File: src/rtl/spi3w_adc_reg_responder_if.sv
// SEN/SCLK/SDIO pin bundle between a 3-wire SPI initiator and the ADC
// register-port responder. Signal suffixes are from the responder's view.
`timescale 1ns/1ps
interface spi3w_adc_reg_responder_if;
  logic sclk_i;
  logic sen_i;
  logic sdio_i;
  logic sdio_o;
  logic sdio_oe_o;

  modport master (output sclk_i, sen_i, sdio_i, input sdio_o, sdio_oe_o);
  modport slave  (input sclk_i, sen_i, sdio_i, output sdio_o, sdio_oe_o);
endinterface

File: src/rtl/spi3w_adc_reg_responder.sv
// 3-wire SPI responder emulating the ADC register port. Oversamples the
// SPI pins in sys_clk, decodes 24-bit write/read frames and holds a small
// register file; read data is driven back on SDIO through an external IOBUF.
`timescale 1ns/1ps
module spi3w_adc_reg_responder #(
  parameter int         REG_AW      = 4,
  parameter int         SYNC_STAGES = 2,
  parameter logic [7:0] RST_VAL     = 8'h00
) (
  input  logic                           sys_clk,
  input  logic                           sys_rst,
  spi3w_adc_reg_responder_if.slave       spi,
  input  logic                           adc_reset_i,
  output logic                           reg_wr_o,
  output logic                           reg_rd_o,
  output logic [13:0]                    reg_addr_o,
  output logic [7:0]                     reg_wdata_o,
  output logic                           frame_err_o
);

  localparam int DEPTH = 1 << REG_AW;

  typedef enum logic [2:0] {WAIT_IDLE, IDLE, HDR, WDATA, RDATA, DONE} state_t;

  logic [SYNC_STAGES-1:0] sclk_sync_q, sen_sync_q, sdio_sync_q;
  logic                   sclk_last_q, sen_last_q;
  logic [1:0]             ares_sync_q;
  logic                   ares_last_q;

  state_t      state_q;
  logic [4:0]  bit_cnt_q;
  logic [14:0] sr_q;
  logic [13:0] addr_q;
  logic [6:0]  tx_q;
  logic        loaded_q;
  logic        sdio_q, sdio_oe_q;
  logic        reg_wr_q, reg_rd_q, frame_err_q;
  logic [13:0] reg_addr_q;
  logic [7:0]  reg_wdata_q;
  logic [7:0]  regs_q [DEPTH];

  logic        sclk_s, sen_s, sdio_s;
  logic        sclk_rise, sclk_fall, sen_rise, sen_fall, ares_rise;
  logic [15:0] hdr_d;
  logic [7:0]  wdata_d, rd_val_d;
  logic        mapped_d, wr_commit_d;
  logic [REG_AW-1:0] idx_d;

  assign sclk_s    = sclk_sync_q[SYNC_STAGES-1];
  assign sen_s     = sen_sync_q[SYNC_STAGES-1];
  assign sdio_s    = sdio_sync_q[SYNC_STAGES-1];
  assign sclk_rise = sclk_s & ~sclk_last_q;
  assign sclk_fall = ~sclk_s & sclk_last_q;
  assign sen_rise  = sen_s & ~sen_last_q;
  assign sen_fall  = ~sen_s & sen_last_q;
  assign ares_rise = ares_sync_q[1] & ~ares_last_q;

  // Decode helpers: next header word, write data, register index and mapping
  always_comb begin
    hdr_d       = {sr_q, sdio_s};
    wdata_d     = {sr_q[6:0], sdio_s};
    mapped_d    = (addr_q[13:REG_AW] == '0);
    idx_d       = addr_q[REG_AW-1:0];
    rd_val_d    = mapped_d ? regs_q[idx_d] : 8'h00;
    wr_commit_d = (state_q == WDATA) && sclk_rise && !sen_rise && (bit_cnt_q == 5'd23);
  end

  // Synchronizers and edge-detect flops; SEN resets low so a frame already
  // in progress at reset exit is never seen as a fresh falling edge
  always_ff @(posedge sys_clk) begin
    if (sys_rst) begin
      sclk_sync_q <= '0;
      sen_sync_q  <= '0;
      sdio_sync_q <= '0;
      sclk_last_q <= 1'b0;
      sen_last_q  <= 1'b0;
      ares_sync_q <= '0;
      ares_last_q <= 1'b0;
    end else begin
      sclk_sync_q <= {sclk_sync_q[SYNC_STAGES-2:0], spi.sclk_i};
      sen_sync_q  <= {sen_sync_q[SYNC_STAGES-2:0], spi.sen_i};
      sdio_sync_q <= {sdio_sync_q[SYNC_STAGES-2:0], spi.sdio_i};
      sclk_last_q <= sclk_s;
      sen_last_q  <= sen_s;
      ares_sync_q <= {ares_sync_q[0], adc_reset_i};
      ares_last_q <= ares_sync_q[1];
    end
  end

  // Register file; a hard-reset edge beats a write committing in the same cycle
  always_ff @(posedge sys_clk) begin
    if (sys_rst || ares_rise) begin
      for (int i = 0; i < DEPTH; i++) regs_q[i] <= RST_VAL;
    end else if (wr_commit_d && mapped_d) begin
      regs_q[idx_d] <= wdata_d;
    end
  end

  // Frame FSM with registered SDIO drive and event outputs
  always_ff @(posedge sys_clk) begin
    if (sys_rst) begin
      state_q     <= WAIT_IDLE;
      bit_cnt_q   <= 5'd0;
      loaded_q    <= 1'b0;
      sdio_q      <= 1'b0;
      sdio_oe_q   <= 1'b0;
      reg_wr_q    <= 1'b0;
      reg_rd_q    <= 1'b0;
      frame_err_q <= 1'b0;
      reg_addr_q  <= '0;
      reg_wdata_q <= '0;
    end else begin
      reg_wr_q    <= 1'b0;
      reg_rd_q    <= 1'b0;
      frame_err_q <= 1'b0;
      case (state_q)
        WAIT_IDLE: if (sen_s) state_q <= IDLE;
        IDLE: begin
          bit_cnt_q <= 5'd0;
          loaded_q  <= 1'b0;
          if (sen_fall) state_q <= HDR;
        end
        HDR: begin
          if (sen_rise) begin
            frame_err_q <= 1'b1;
            state_q     <= IDLE;
          end else if (sclk_rise) begin
            sr_q      <= hdr_d[14:0];
            bit_cnt_q <= bit_cnt_q + 5'd1;
            if (bit_cnt_q == 5'd15) begin
              addr_q   <= hdr_d[13:0];
              loaded_q <= 1'b0;
              state_q  <= hdr_d[15] ? RDATA : WDATA;
            end
          end
        end
        WDATA: begin
          if (sen_rise) begin
            frame_err_q <= 1'b1;
            state_q     <= IDLE;
          end else if (sclk_rise) begin
            sr_q      <= hdr_d[14:0];
            bit_cnt_q <= bit_cnt_q + 5'd1;
            if (bit_cnt_q == 5'd23) begin
              reg_wr_q    <= 1'b1;
              reg_addr_q  <= addr_q;
              reg_wdata_q <= wdata_d;
              state_q     <= DONE;
            end
          end
        end
        RDATA: begin
          if (sen_rise) begin
            frame_err_q <= 1'b1;
            state_q     <= IDLE;
          end else if (sclk_rise) begin
            bit_cnt_q <= bit_cnt_q + 5'd1;
            if (bit_cnt_q == 5'd23) state_q <= DONE;
          end else if (sclk_fall) begin
            if (!loaded_q) begin
              loaded_q   <= 1'b1;
              tx_q       <= rd_val_d[6:0];
              sdio_q     <= rd_val_d[7];
              sdio_oe_q  <= 1'b1;
              reg_rd_q   <= 1'b1;
              reg_addr_q <= addr_q;
            end else begin
              sdio_q <= tx_q[6];
              tx_q   <= {tx_q[5:0], 1'b0};
            end
          end
        end
        DONE: if (sen_rise) state_q <= IDLE;
        default: state_q <= WAIT_IDLE;
      endcase
      // SEN high always hands SDIO back to the initiator at once
      if (sen_rise) begin
        sdio_oe_q <= 1'b0;
        sdio_q    <= 1'b0;
      end
    end
  end

  assign spi.sdio_o    = sdio_q;
  assign spi.sdio_oe_o = sdio_oe_q;
  assign reg_wr_o      = reg_wr_q;
  assign reg_rd_o      = reg_rd_q;
  assign reg_addr_o    = reg_addr_q;
  assign reg_wdata_o   = reg_wdata_q;
  assign frame_err_o   = frame_err_q;

endmodule

File: src/flat_wrapper.sv
// flat-port wrapper written by rule: the top's interface ports become plain ports
module spi3w_adc_reg_responder_flat 
#(
  parameter int         REG_AW      = 4,
  parameter int         SYNC_STAGES = 2,
  parameter logic [7:0] RST_VAL     = 8'h00
)
  (sys_clk, sys_rst, adc_reset_i, reg_wr_o, reg_rd_o, reg_addr_o, reg_wdata_o, frame_err_o, spi_sclk_i, spi_sen_i, spi_sdio_i, spi_sdio_o, spi_sdio_oe_o);
  spi3w_adc_reg_responder_if spi_i ();
  input  logic sys_clk;
  input  logic sys_rst;
  input  logic adc_reset_i;
  output logic reg_wr_o;
  output logic reg_rd_o;
  output logic [13:0] reg_addr_o;
  output logic [7:0] reg_wdata_o;
  output logic frame_err_o;
  input wire logic [$bits(spi_i.sclk_i)-1:0] spi_sclk_i;
  input wire logic [$bits(spi_i.sen_i)-1:0] spi_sen_i;
  input wire logic [$bits(spi_i.sdio_i)-1:0] spi_sdio_i;
  output wire logic [$bits(spi_i.sdio_o)-1:0] spi_sdio_o;
  output wire logic [$bits(spi_i.sdio_oe_o)-1:0] spi_sdio_oe_o;
  assign spi_i.sclk_i = spi_sclk_i;
  assign spi_i.sen_i = spi_sen_i;
  assign spi_i.sdio_i = spi_sdio_i;
  assign spi_sdio_o = spi_i.sdio_o;
  assign spi_sdio_oe_o = spi_i.sdio_oe_o;
  spi3w_adc_reg_responder #(.REG_AW(REG_AW), .SYNC_STAGES(SYNC_STAGES), .RST_VAL(RST_VAL)) u_core (.sys_clk(sys_clk), .sys_rst(sys_rst), .spi(spi_i), .adc_reset_i(adc_reset_i), .reg_wr_o(reg_wr_o), .reg_rd_o(reg_rd_o), .reg_addr_o(reg_addr_o), .reg_wdata_o(reg_wdata_o), .frame_err_o(frame_err_o));
endmodule
File: config.mk
export PLATFORM = sky130hd
export DESIGN_NAME = spi3w_adc_reg_responder_flat
export DESIGN_NICKNAME = d
export VERILOG_FILES = /design/src/rtl/spi3w_adc_reg_responder_if.sv /design/src/rtl/spi3w_adc_reg_responder.sv /design/src/flat_wrapper.sv
export SDC_FILE = /design/constraint.sdc
export NUM_CORES = 1
export LEC_CHECK = 0
export ABC_AREA = 1
export CAP_MARGIN = 25
export CORE_MARGIN = 2
export CORE_UTILIZATION = 47
export CTS_CLUSTER_DIAMETER = 120
export DETAILED_ROUTE_END_ITERATION = 7
export PLACE_DENSITY = 0.75
export SLEW_MARGIN = 20
export SYNTH_ARGS = -nofsm -noshare
export SYNTH_HDL_FRONTEND = slang
export SYNTH_SLANG_ARGS = --single-unit
File: constraint.sdc
create_clock -name sys_clk -period 3.3 [get_ports sys_clk]
set_clock_uncertainty 0.15 [all_clocks]
set_input_delay 0.495 -clock sys_clk [delete_from_list [all_inputs] [get_ports sys_clk]]
set_output_delay 0.495 -clock sys_clk [all_outputs]
set_load 0.02 [all_outputs]
Yosys cells after proc, flatten, opt, wreduce, memory -nomap -nowiden

Memories as Yosys holds them, arrays and structs flattened. A register that Yosys moved wholly into a read port is not among the register bits.
Cells that the tools add are included.

Memories kept: 1
Logic and storage cells: 142
Output and inout bits: 27
Bits in latches: 0
Register bits: 83
Input bits: 6
Memory bits (read-only): 0
Memory bits (writable): 128

Bitwise operators: 19
Equality and inequality tests: 26
Muxes and demuxes: 44
Multipliers: 0
Reductions and logical operators: 30
Shift operators: 0
$add $sub $neg: 1
Div/mod/pow operators: 0
Magnitude comparators: 0

Memories:

| memory        | depth | bits a word | read ports | clocked after Yosys merged registers in | wr ports | line                          | RTL |
|---|---|---|---|---|---|---|---|
| u_core.regs_q | 16    | 8           | 1          | 1                                       | 16       | spi3w_adc_reg_responder.sv:40 | `logic [7:0] regs_q [DEPTH];` |

Operators with widths:

| kind               | count |
|---|---|
| $mux 14            | 7 |
| $mux 3             | 10 |
| $pmux 14 s2        | 1 |
| $mux 1             | 16 |
| $mux 8             | 2 |
| $ne 2x1->1 const B | 8 |
| $pmux 3 s5         | 1 |
| $ne 2x2->1 const B | 7 |
| $not 1->1          | 14 |
| $reduce_and 7->1   | 2 |
| $ne 3x1->1 const B | 4 |
| $reduce_and 4->1   | 3 |
| $logic_not 10->1   | 1 |
| $mux 5             | 2 |
| $pmux 5 s2         | 1 |
| $reduce_and 5->1   | 2 |
| $reduce_or 2->1    | 5 |
| $mux 4             | 2 |
| $reduce_and 8->1   | 1 |
| $reduce_or 8->1    | 1 |
| $mux 7             | 1 |
| $eq 3x2->1 const B | 2 |
| $eq 3x3->1 const B | 2 |
| $reduce_and 3->1   | 2 |
| other kinds (15)   | 23 |

Longest topological paths before layout

Word-level depth: 11
Gate-level depth with buffers: 13
Depth with buffers taken out: 13

Worst setup path before layout

OpenSTA, ideal clock, no wires.

Kind: in2reg
Start: input sys_rst
End: register u_core.sr_q[0], enable pin
Slack: 0.766 ns
Stages: 4
Arrival: 1.978 ns
Required time: 2.744 ns
Cell sequence: buf_2 -> nor2_1 -> inv_1 -> nor3_1

Word-level cells in the longest chain between the ends: 2

Ends and longest elaborated chain:

| item                              | line                           | RTL |
|---|---|---|
| start: declaration                | flat_wrapper.sv:11             | `input logic sys_rst;` |
| $not 1->1 (no source line)        | --                             |  |
| $reduce_and 4->1 (no source line) | --                             |  |
| end signal: assignment            | spi3w_adc_reg_responder.sv:128 | `sr_q <= hdr_d[14:0];` |
| end signal: assignment            | spi3w_adc_reg_responder.sv:142 | `sr_q <= hdr_d[14:0];` |
| end: declaration                  | spi3w_adc_reg_responder.sv:32  | `logic [14:0] sr_q;` |

No other way between the ends.
A chain may end at the register's enable or synchronous reset.

==> impl_metrics.json <==
{
  "setup_viol": 0,
  "root_buffer": "clkbuf_16",
  "synth-xor-area-share": 0,
  "cp_num_cells": 7,
  "drc": 0,
  "synth.yosys.seq_area_share": 0.633,
  "grt_max_degree": 37,
  "yosysTopAreaCell": "edfxtp_1",
  "cp_common_cell": "nand2_1",
  "cts_resized": 0,
  "setup_tns_ps": 0,
  "drive_gt1_frac": 0.105,
  "die_area_sq_mm": 0.0211,
  "area_growth_pct": 13.7,
  "rsz0062_at_grt": "no",
  "critPathMaxFanout": 16,
  "fin_crit_sh": 0.845,
  "insertion_delay_ps": 510,
  "crit_path_cell_trace": "ha_1 > nand2_1 > nor3_4 > nand3_4 > nor2_8 > nand4_2 > nand2_1",
  "stdcell_count": 1253,
  "synth_area_leaders": "edfxtp_1 (52%), dfxtp_1 (11%), nor2_1 (9.8%), nand2_1 (4.8%), o21ai_0 (3.9%)",
  "synth_nets": 956,
  "final_area_sq_mm": 0.0107,
  "synth_top_area_frac": 0.524,
  "grt_pass1_wl_um": 35300,
  "crit_arrival_ps": 2810,
  "synth_compound_area_frac": 0.0795,
  "synth-seq-cells": 215,
  "drtPass1Iterations": 6,
  "antenna_found_initial": 0,
  "layout_commonest_cell": "nor2_1",
  "cts_buffer_depth": 3,
  "ff_latch_area_sq_mm": 0.00595,
  "critPathSlowestCell": "nor2_8",
  "num_io_pins": 33,
  "start_kind": "flop",
  "path_clk_slew_ps": 60,
  "max_freq_mhz": 359,
  "track_usage": 0.212,
  "diodes": 0,
  "fp.dieW_um": 145,
  "post_cts_buffers": 0,
  "muxShareOfSynthArea": 0,
  "dpl_cell_area_sq_mm": 0.00995,
  "min_path_type": "reg -> reg",
  "relSlewSlack": 0.377,
  "dp_hpwl_um": 13800,
  "cap_violations": 0,
  "layout_common_cells": "nor2_1 (246), edfxtp_1 (164), nand2_1 (119)",
  "ant_nets": 0,
  "ir_drop_mv": 0.572,
  "syn_inst": 948,
  "die_h_um": 145,
  "finalMaxSlewViolations": 0,
  "leakage_nw": 4.22,
  "io_buffers": 32,
  "ys_types": 32,
  "drt-initial-drc-count": 1002,
  "synth_simple_gate_area_frac": 0.230,
  "synth.avg_cell_area_sq_um": 9.91,
  "holdPathStages": 2,
  "ff2ff_path_depth": 7,
  "syn-cell-area_sq_mm": 0.00939,
  "cts_htree_levels": 1,
  "postCtsHoldBufs": 0,
  "synth_warnings": 0,
  "vias": 6849,
  "required_ps": 3330,
  "status": "finished clean",
  "met1_usage": 0.295,
  "nNetsFinal": 980,
  "worstSetupEndpointType": "flop",
  "wl_per_cell_um": 18.1,
  "wl_um": 22700,
  "grt_pass1_vias": 6450,
  "gp_congestion": 0.922,
  "crit_family": "simple AND/OR/NAND/NOR gates",
  "overflow": 0,
  "met3_usage": 0.0295,
  "synthAdderAreaFrac": 0.00266,
  "worstMarginPinSlew_ps": 928,
  "tritoncts": "built",
  "power_density_mw_per_mm2": 612,
  "grt_use_met2": 0.342,
  "critPathMaxStageDelay_ps": 520,
  "start_util": 0.481,
  "nFillCells": 1680,
  "core-area_sq_mm": 0.0195,
  "place_inst": 1212,
  "multi_input_area_sq_mm": 0.00295,
  "worstSetupPathType": "reg -> reg",
  "crit_buf_inv": 0,
  "rows": 51,
  "final.min_clock_period_ps": 2790,
  "grt-busiest-layer": "met2",
  "numCtsBuffers": 22,
  "synth_top_family_by_area": "simple AND/OR/NAND/NOR gates",
  "via_per_inst": 5.47,
  "cts.sinks": 215,
  "hold_violations": 0
}
==> tightest hold or removal path, delay by kind of cell, from the launching register on <==
kind,cells,cell delay (ps)
simple gates,1,30
buf+inv,1,40
flops,1,300
==> synth_stat cells, drive strengths merged <==
library cell	instances
a21o	1
a21oi	34
and3	1
buf	20
clkbuf	28
clkinv	9
dfxtp	51
edfxtp	164
ha	2
inv	70
nand2	123
nand3	53
nand4	19
nor2	265
nor3	6
o2111ai	1
o211ai	18
o21ai	78
o22ai	5
==> routing by layer <==
layer	routed length, um	vias up
li1	-	3232
met1	9420	3212
met2	10700	357
met3	1950	48
met4	660	0
met5	0	-
==> path summary, 6_finish.rpt <==
kind	slack, ps	endpoint	start
setup / recovery	510	u_core.regs_q[2][0]$_SDFFCE_PN0P_	u_core.bit_cnt_q[0]$_SDFFE_PP0P_
hold / removal	250	u_core.sen_sync_q[1]$_SDFF_PP0_	u_core.sen_sync_q[0]$_SDFF_PP0_
setup reg to reg	510	u_core.regs_q[2][0]$_SDFFCE_PN0P_	u_core.bit_cnt_q[0]$_SDFFE_PP0P_
hold reg to reg	250	u_core.sen_sync_q[1]$_SDFF_PP0_	u_core.sen_sync_q[0]$_SDFF_PP0_
==> cell families (layout without fill, tap and decap cells) <==
logic type,after synthesis,in the layout
DFF,215,215
buffers and inverters,127,167
adders and majority gates,2,2
and+or+nand+nor,467,467
AOI/OAI and AO/OA,137,137
==> through the flow <==
stage | util | hold WS, ps | worst slack [ps] | total power [mW]
3_5_place_dp | 0.510 | 243 | 382 | 4.12
6_report | 0.547 | 249 | 512 | 6.53
4_1_cts | 0.546 | 252 | 512 | 6.52
5_1_grt | 0.547 | 270 | 366 | 6.78
2_1_floorplan | - | 238 | 766 | 3.86
3_3_place_gp | 0.510 | 239 | 474 | 4.11
==> report_power, final <==
part / switching (mW) / internal, mW
registers: 0.110 / 3.08
clock network: 1.04 / 1.39
logic: 0.594 / 0.321
total: 1.74 / 4.79
==> registers in the layout (all words and copies together) (netlist names), 2 cells and up, named ones only <==
signal and count:
u_core.sdio_sync_q 2, u_core.sclk_sync_q 2, u_core.regs_q 128, u_core.state_q 3, u_core.tx_q 7, u_core.addr_q 14
u_core.reg_wdata_o 8, u_core.bit_cnt_q 5, u_core.ares_sync_q 2, u_core.sen_sync_q 2, u_core.sr_q 15, u_core.reg_addr_o 14
==> final cells by class <==
| type | instances | area share |
|---|---|---|
| timing repair buffer | 48 | 0.0416 |
| tap | 265 | 0.0311 |
| multi-input combinational | 606 | 0.276 |
| inverter | 79 | 0.0278 |
| clock inverter | 11 | 0.00586 |
| sequential | 215 | 0.557 |
| clock buffer | 29 | 0.0608 |
Note: power is estimated with default switching activity, not from simulation.
